--- config.mk ---
export PLATFORM = sky130hd
export DESIGN_NAME = demod_byte_tx
export DESIGN_NICKNAME = d
export VERILOG_FILES = /design/src/rtl/demod_byte_tx.sv
export SDC_FILE = /design/constraint.sdc
export NUM_CORES = 1
export LEC_CHECK = 0
export ABC_AREA = 1
export ABC_CLOCK_PERIOD_IN_PS = 2300
export BUFFER_PORTS_ARGS = -buffer_cell sky130_fd_sc_hd__buf_2
export CAP_MARGIN = 30
export CORE_ASPECT_RATIO = 1.2
export CORE_MARGIN = 2
export CORE_UTILIZATION = 57
export CTS_BUF_LIST = sky130_fd_sc_hd__clkbuf_4 sky130_fd_sc_hd__clkbuf_8
export CTS_CLUSTER_DIAMETER = 120
export DETAILED_ROUTE_END_ITERATION = 8
export PLACE_DENSITY = 0.84
export RECOVER_POWER = 100
export SLEW_MARGIN = 20
export SYNTH_ARGS = -nofsm -noshare
export SYNTH_HDL_FRONTEND = slang
export SYNTH_SLANG_ARGS = --single-unit
--- constraint.sdc ---
create_clock -name clk -period 2.3 [get_ports clk]
set_clock_uncertainty 0.1 [all_clocks]
set_input_delay 0.23 -clock clk [delete_from_list [all_inputs] [get_ports clk]]
set_output_delay 0.23 -clock clk [all_outputs]
set_load 0.02 [all_outputs]
--- src/rtl/demod_byte_tx.sv ---
// Sample FIFO plus MSB/LSB byte serialiser feeding a UART transmitter.
// Define DEMOD_HDR_EN to prefix every FRAME_LEN samples with an A5 5A header.
module demod_byte_tx #(
    parameter int FIFO_DEPTH = 16,
    parameter int FRAME_LEN  = 64
) (
    input  logic                          clk,
    input  logic                          rst,
    input  logic [15:0]                   data_i,
    input  logic                          valid_i,
    output logic [7:0]                    byte_o,
    output logic                          byte_valid_o,
    input  logic                          byte_ready_i,
    output logic                          overflow_o,
    output logic [$clog2(FIFO_DEPTH):0]   fifo_count_o
);

    localparam int AW = $clog2(FIFO_DEPTH);
    localparam int CW = AW + 1;

    typedef enum logic [2:0] {
        IDLE,
`ifdef DEMOD_HDR_EN
        HDR0,
        HDR1,
`endif
        MSB,
        LSB
    } state_t;

    state_t        state;
    logic [15:0]   mem [FIFO_DEPTH];
    logic [AW-1:0] wptr;
    logic [AW-1:0] rptr;
    logic [CW-1:0] count;
    logic [15:0]   sample_q;
    logic          nonempty_q;

    logic          pop;
    logic          push;
    logic          full;
    logic          more;
    logic [15:0]   head;
    logic [15:0]   next_sample;

    assign pop  = byte_valid_o && byte_ready_i && (state == LSB);
    assign full = (count == CW'(FIFO_DEPTH));
    assign push = valid_i && (!full || pop);
    assign head = mem[rptr];
    // A sample pushed on the popping edge is forwarded so streaming never stalls.
    assign more        = (count > CW'(1)) || push;
    assign next_sample = (count > CW'(1)) ? mem[rptr + AW'(1)] : data_i;
    assign fifo_count_o = count;

`ifdef DEMOD_HDR_EN
    localparam int FC_W = (FRAME_LEN > 1) ? $clog2(FRAME_LEN) : 1;

    logic [FC_W-1:0] frame_cnt;
    logic            frame_wrap;
    logic            hdr_start;

    assign frame_wrap = (frame_cnt == FC_W'(FRAME_LEN - 1));
    assign hdr_start  = (state == LSB) ? frame_wrap : (frame_cnt == '0);

    always_ff @(posedge clk) begin
        if (!rst) begin
            frame_cnt <= '0;
        end else if (pop) begin
            frame_cnt <= frame_wrap ? '0 : frame_cnt + FC_W'(1);
        end
    end
`else
    localparam int unused_frame_len = FRAME_LEN;
`endif

    always_ff @(posedge clk) begin
        if (push) begin
            mem[wptr] <= data_i;
        end
    end

    always_ff @(posedge clk) begin
        if (!rst) begin
            wptr       <= '0;
            rptr       <= '0;
            count      <= '0;
            overflow_o <= 1'b0;
            nonempty_q <= 1'b0;
        end else begin
            if (push) begin
                wptr <= wptr + AW'(1);
            end
            if (pop) begin
                rptr <= rptr + AW'(1);
            end
            if (valid_i && full && !pop) begin
                overflow_o <= 1'b1;
            end
            case ({push, pop})
                2'b10:   count <= count + CW'(1);
                2'b01:   count <= count - CW'(1);
                default: count <= count;
            endcase
            // IDLE starts one cycle after the head settles in storage.
            nonempty_q <= (count != '0) && !pop;
        end
    end

    always_ff @(posedge clk) begin
        if (!rst) begin
            state        <= IDLE;
            byte_o       <= 8'h00;
            byte_valid_o <= 1'b0;
            sample_q     <= 16'h0000;
        end else begin
            unique case (state)
                IDLE: begin
                    if (nonempty_q) begin
                        sample_q     <= head;
                        byte_valid_o <= 1'b1;
`ifdef DEMOD_HDR_EN
                        if (hdr_start) begin
                            state  <= HDR0;
                            byte_o <= 8'hA5;
                        end else
`endif
                        begin
                            state  <= MSB;
                            byte_o <= head[15:8];
                        end
                    end
                end
`ifdef DEMOD_HDR_EN
                HDR0: begin
                    if (byte_ready_i) begin
                        state  <= HDR1;
                        byte_o <= 8'h5A;
                    end
                end
                HDR1: begin
                    if (byte_ready_i) begin
                        state  <= MSB;
                        byte_o <= sample_q[15:8];
                    end
                end
`endif
                MSB: begin
                    if (byte_ready_i) begin
                        state  <= LSB;
                        byte_o <= sample_q[7:0];
                    end
                end
                LSB: begin
                    if (byte_ready_i) begin
                        if (more) begin
                            sample_q <= next_sample;
`ifdef DEMOD_HDR_EN
                            if (hdr_start) begin
                                state  <= HDR0;
                                byte_o <= 8'hA5;
                            end else
`endif
                            begin
                                state  <= MSB;
                                byte_o <= next_sample[15:8];
                            end
                        end else begin
                            state        <= IDLE;
                            byte_valid_o <= 1'b0;
                        end
                    end
                end
                default: state <= IDLE;
            endcase
        end
    end

endmodule
# Word-level counts from Yosys, hierarchy flattened

Memories as Yosys holds them, arrays and structs flattened. A register that Yosys moved wholly into a read port is not among the register bits.
Index checks and enable logic that the tools add are counted.

Bits in registers: 35
Bits in writable memories: 256
Input bits: 20
Output and inout port bits: 15
Word-level logic and storage cells: 68
Memories: 1

Memory list:

| name | depth | width | rd ports | clocked after Yosys merged registers in | wr ports | RTL line | source |
|---|---|---|---|---|---|---|---|
| mem  | 16    | 16    | 2        | 1                                       | 1        | 32       | `logic [15:0] mem [FIFO_DEPTH];` |

Add/sub/neg operators: 4
Magnitude comparators: 1
Eq/ne operators: 10
Mux-type cells: 24
Reduce and logical (&&, ||, !) cells: 19

Operators by type and width:

| kind                                                           | count |
|---|---|
| two-way mux 8 bit                                              | 7 |
| one-hot mux 8 bit (3 select lines)                             | 1 |
| two-way mux 16 bit                                             | 1 |
| one-hot mux 8 bit (2 select lines)                             | 1 |
| != test 2 bit (second input constant)                          | 5 |
| one-hot mux 5 bit (2 select lines)                             | 1 |
| two-way mux 3 bit                                              | 3 |
| one-hot mux 3 bit (3 select lines)                             | 1 |
| adder 4 x 1 -> 4 bit (second input constant)                   | 2 |
| two-way mux 4 bit                                              | 2 |
| AND reduction 4 bit                                            | 2 |
| logical AND 1 bit                                              | 6 |
| two-way mux 1 bit                                              | 6 |
| adder 5 x 1 -> 5 bit (second input constant)                   | 1 |
| equality test 5 bit (second input constant)                    | 1 |
| greater-than comparator 5 x 1 -> 1 bit (second input constant) | 1 |
| AND reduction 5 bit                                            | 1 |
| nonzero test 5 bit                                             | 1 |
| subtractor 5 x 1 -> 5 bit (second input constant)              | 1 |
| nonzero test 2 bit                                             | 2 |
| equality test 3 x 1 -> 1 bit (second input constant)           | 1 |
| equality test 3 x 2 -> 1 bit (second input constant)           | 1 |
| zero test 3 bit                                                | 1 |
| AND reduction 3 bit                                            | 1 |
| other kinds (6)                                                | 8 |

# Longest topological paths before layout

Depth in word-level cells: 8
Mapped depth: 14
Mapped depth without buffers: 13

# Worst setup path before layout

No wires, ideal clock.

Path type: flip-flop to flip-flop
Start point: register state[0]
End point: memory mem[11][0] (enable)
Library setup time: 0.388 ns
Data arrival time: 2.010 ns
Required time: 1.812 ns
Path slack: -0.198 ns
Stages on the path, launching flop included: 9
Path buffers: 0
Clock period less this slack: 2.498 ns
Cells stage by stage: dfxtp_1 inv_1 ha_1 nand3_2 inv_2 o21ai_4 nor2_1 nand2_1 nor2_1

Word-level cells in the longest chain between the ends: 6

RTL lines:

| item                                    | RTL line | source |
|---|---|---|
| start, declared                         | 31       | `state_t state;` |
| start signal, assigned                  | 111      | `state <= IDLE;` |
| start signal, assigned                  | 128      | `state <= MSB;` |
| start signal, assigned                  | 149      | `state <= LSB;` |
| equality test 3 x 2 -> 1 bit            | 46       | `assign pop = byte_valid_o && byte_ready_i && (state == LSB);` |
| logical AND 1 bit                       | 46       |  |
| logical OR 1 bit                        | 48       | `assign push = valid_i && (!full \|\| pop);` |
| logical AND 1 bit                       | 48       |  |
| two-way mux 1 bit                       | 77       | `if (push) begin` |
| two-way mux 1 bit (implied by the code) | 78       | `mem[wptr] <= data_i;` |
| end, declared                           | 32       |  |

No other way between the ends.

# Final worst setup path

Start point: register count[0] (netlist: fifo_count_o[0])
End point: register count[4] (netlist: fifo_count_o[4])

Word-level cells in the longest chain between the ends: 6
Elaborated cells between the ends (all ways): 10
Those cells by class: add/sub: 2; eq/ne: 3; mux: 1; reduce/logical: 4

RTL lines:

| item                                                                            | RTL line | source |
|---|---|---|
| start, declared                                                                 | 35       | `logic [CW-1:0] count;` |
| start signal, assigned                                                          | 100      | `2'b10: count <= count + CW'(1);` |
| start signal, assigned                                                          | 101      | `2'b01: count <= count - CW'(1);` |
| start signal, assigned                                                          | 102      | `default: count <= count;` |
| equality test 5 bit                                                             | 47       | `assign full = (count == CW'(FIFO_DEPTH));` |
| zero test 1 bit                                                                 | 48       |  |
| logical OR 1 bit                                                                | 48       |  |
| logical AND 1 bit                                                               | 48       |  |
| equality test 2 x 1 -> 1 bit / equality test 2 bit (equally long branches)      | 99       | `case ({push, pop})` |
| one-hot mux 5 bit (2 select lines) / nonzero test 2 bit (equally long branches) | -        |  |

Parallel ways exist; a longest one is shown, timed or not.
A chain may end at the register's enable or synchronous reset.

==> impl_metrics.ini <==
[setup_path]
critPathBufInv = 1
path_depth = 10
r2r_cells = 10
path_max_fanout = 6
critPathTopFamily = compound AO/OA/AOI/OAI gates
crit_arrival_ns = 2.58
crit_type = flip-flop to flip-flop
cp_slowest_cell = dfxtp_2
startpoint_type = flip-flop
crit_chain = inv_1, ha_1, nand3_2, o21ai_4, ha_1, nor2_1, o21ai_0, a21oi_1, o21ai_0, a21oi_1
critPathMaxStageDelay_ns = 0.35
critPathCaptureType = flip-flop
worst_ep_required_time_ns = 2.69

[clock_network]
tritoncts.num_buffers = 46
htree_levels = 2
clk_latency_ns = 0.57
cts_tree = done
cts.clk_slew.worst_paths_ns = 0.06
cts_root_buf = clkbuf_8
clk_path_buf_depth = 3
cts_sinks = 294

[timing]
timing_hold_violations_final = 0
fmax_ghz = 0.457
worst_pin_slew_ns = 0.893
slew_violations = 0
setup_viol = 0
finalWorstSetupSlack_ns = 0.110
relSlewSlack_pct = 40.5
post-route-min-period_ns = 2.19
min_period_over_period_pct = 95.2

[detailed_routing]
drt_iter0_drc = 1549
vias = 13284
ant_nets = 0
wl_per_cell_um = 20.7
drc = 0
routed_wl_um = 44900
viasPerCell = 6.13
dr.pass1.iters = 6

[power]
switching_share_pct = 29.9
power_leakage_nw = 6.75
p_clk_share_pct = 34.4
switchingPower_mw = 4.01
total_power_mw = 13.4
p_comb_share_pct = 19.0
powerDensity_nw_per_um2 = 789
ir_drop_mv = 0.657
internal_power_mw = 9.43
share_seq_of_total_power_pct = 46.6

[layout]
syn2layout_area_growth_pct = 13.1
num_antenna_cells = 0
finalCoreUtilization_pct = 65.1
layout.nets = 1832
fillCellCount = 2043
stdcell_count = 2168
design_area_sq_um = 17000
drive_gt1_share_pct = 12.1

[synthesis]
yosys-top-cells-area = edfxtp_1 51%, nand2_1 11%, nand3_1 10%, dfxtp_1 5.0%, inv_1 4.4%
synthTopCellsByCount = 442 x nand2_1, 302 x nand3_1, 256 x edfxtp_1
synth_area_per_cell_sq_um = 8.70
async_flop_share_pct = 0
synth.most_common_cell = nand2_1
synth_edf_count = 256
synth_area_sq_um = 15100
synth.net_count = 1766
yosysSeqAreaShare_pct = 56.1
yosys.area.top_type_share_pct = 51.0
synth_cells = 1731
synth_top_area_cell = edfxtp_1
synth_ff_type = edfxtp_1
synthDistinctLibCells = 34
yosysWarnings = 0
synth-seq-cells = 294

[hold_path]
worstHoldPathCells = 7
hold_path_class = input pin to flip-flop

[job]
cap_violations = 0

[place]
hpwl_um = 27800
placed_area_sq_um = 15900
port_buffers = 34
dp_cells = 2065
gp_routability_congestion = 0.953
dp_slack_ns = 0.0957

[outcome]
status = finished, final reports clean

[die]
die_h_um = 182
dieArea_sq_um = 27800
rows = 65
ios = 35
core_sq_um = 26200
initial_core_util_pct = 57.5
die_w_um = 152

[grt]
overflow = 0
grt_pass1_wl_um = 69700
grt_max_degree = 87
grt_pass1_vias = 13133
grt_antenna_before_repair = 0
grt_usage_pct = 32.2
==> power groups by stage <==
stage	logic [mW]	clock network, mW	registers (mW)
floorplan	1.62	0	6.33
global placement	2.41	0	6.34
detailed placement	2.47	0	6.35
CTS	2.52	4.65	6.24
global route	2.78	4.87	6.27
finish	2.56	4.62	6.26
==> logic make-up (layout without fill, tap and decap cells) <==
kind of cell               Yosys count  after routing  share of synthesized area [%]
and+or+nand+nor                    830            830                           23.5
AOI/OAI and AO/OA                  294            294                           11.0
DFF                                294            294                           56.1
buffers and inverters              294            396                           7.86
adders and majority gates           15             15                           1.25
xor gates and xnor gates             4              4                          0.282
==> placed cells by master (no fill, tap or decap), types with 2 or more instances in the layout <==
master,n
a21oi_2,11
nand2_1,442
buf_2,18
nand3_2,3
inv_1,174
dfxtp_4,2
ha_1,14
nand3_1,302
clkinv_1,9
inv_2,6
o22ai_1,2
o21ai_0,108
nor2_1,61
dfxtp_2,3
buf_4,66
clkbuf_8,57
clkbuf_1,19
edfxtp_1,256
xor2_1,3
dlygate4sd3_1,17
o211ai_1,42
buf_12,10
a21oi_1,124
dfxtp_1,33
clkinv_2,3
clkbuf_4,15
nor2_2,18
==> repair_timing <==
item | CTS | global route
hold buffers | 17 | 0
setup buffers | 0 | 2
gates resized for setup | 0 | 2
endpoints found under the hold margin | 219 | 0
setup endpoints to repair | 0 | 3
==> per-stage QoR <==
| step | TNS [ns] | hold slack (ns) |
|---|---|---|
| floorplan | -41.76 | 0.229 |
| global placement | 0 | 0.359 |
| detailed placement | 0 | 0.363 |
| CTS | 0 | 0.0344 |
| global route | -0.00758 | 0.199 |
| finish | 0 | 0.174 |
==> tightest hold or removal path: cells and delay by family <==
kind / cells / cell delay (ns)
AOI/OAI and AO/OA: 1 / 0.06
and+or+nand+nor: 5 / 0.38
buffers and inverters: 1 / 0.13
==> final timing paths <==
kind | slack, ns | to | startpoint
min | 0.17 | byte_o[5] | data_i[13]
min reg2reg | 0.37 | byte_o[3] | byte_o[3]
max reg2reg | 0.11 | fifo_count_o[4] | fifo_count_o[0]
max | 0.11 | fifo_count_o[4] | fifo_count_o[0]
==> metal layers <==
metal | wire (um) | vias up | global-route usage, % | part of all wire [%]
met5 | 0 | - | 0 | 0
met4 | 3260 | 0 | 20.8 | 7.3
met3 | 4760 | 236 | 5.96 | 11
met2 | 21300 | 910 | 53.8 | 47
met1 | 15600 | 6136 | 38.4 | 35
li1 | - | 6002 | - | -
==> state kept, by name, summed over array words and instances, names as in the netlist, named ones only <==
name and count:
byte_o 8, byte_valid_o 1, fifo_count_o 5, mem 256
nonempty_q 1, overflow_o 1, rptr 4, sample_q 8
state 2, wptr 4
==> layout make-up <==
cell class,instances,area [sq um],share of cell area [%]
flip-flops and latches,294,8460,49.6
multi-input cells,1143,5480,32.1
repair buffers,130,1030,6.03
clock buffers,72,897,5.26
inverters,182,687,4.03
well taps,335,419,2.46
clock inverters,12,73.8,0.433
No activity file was read; power rests on OpenSTA's default activity.
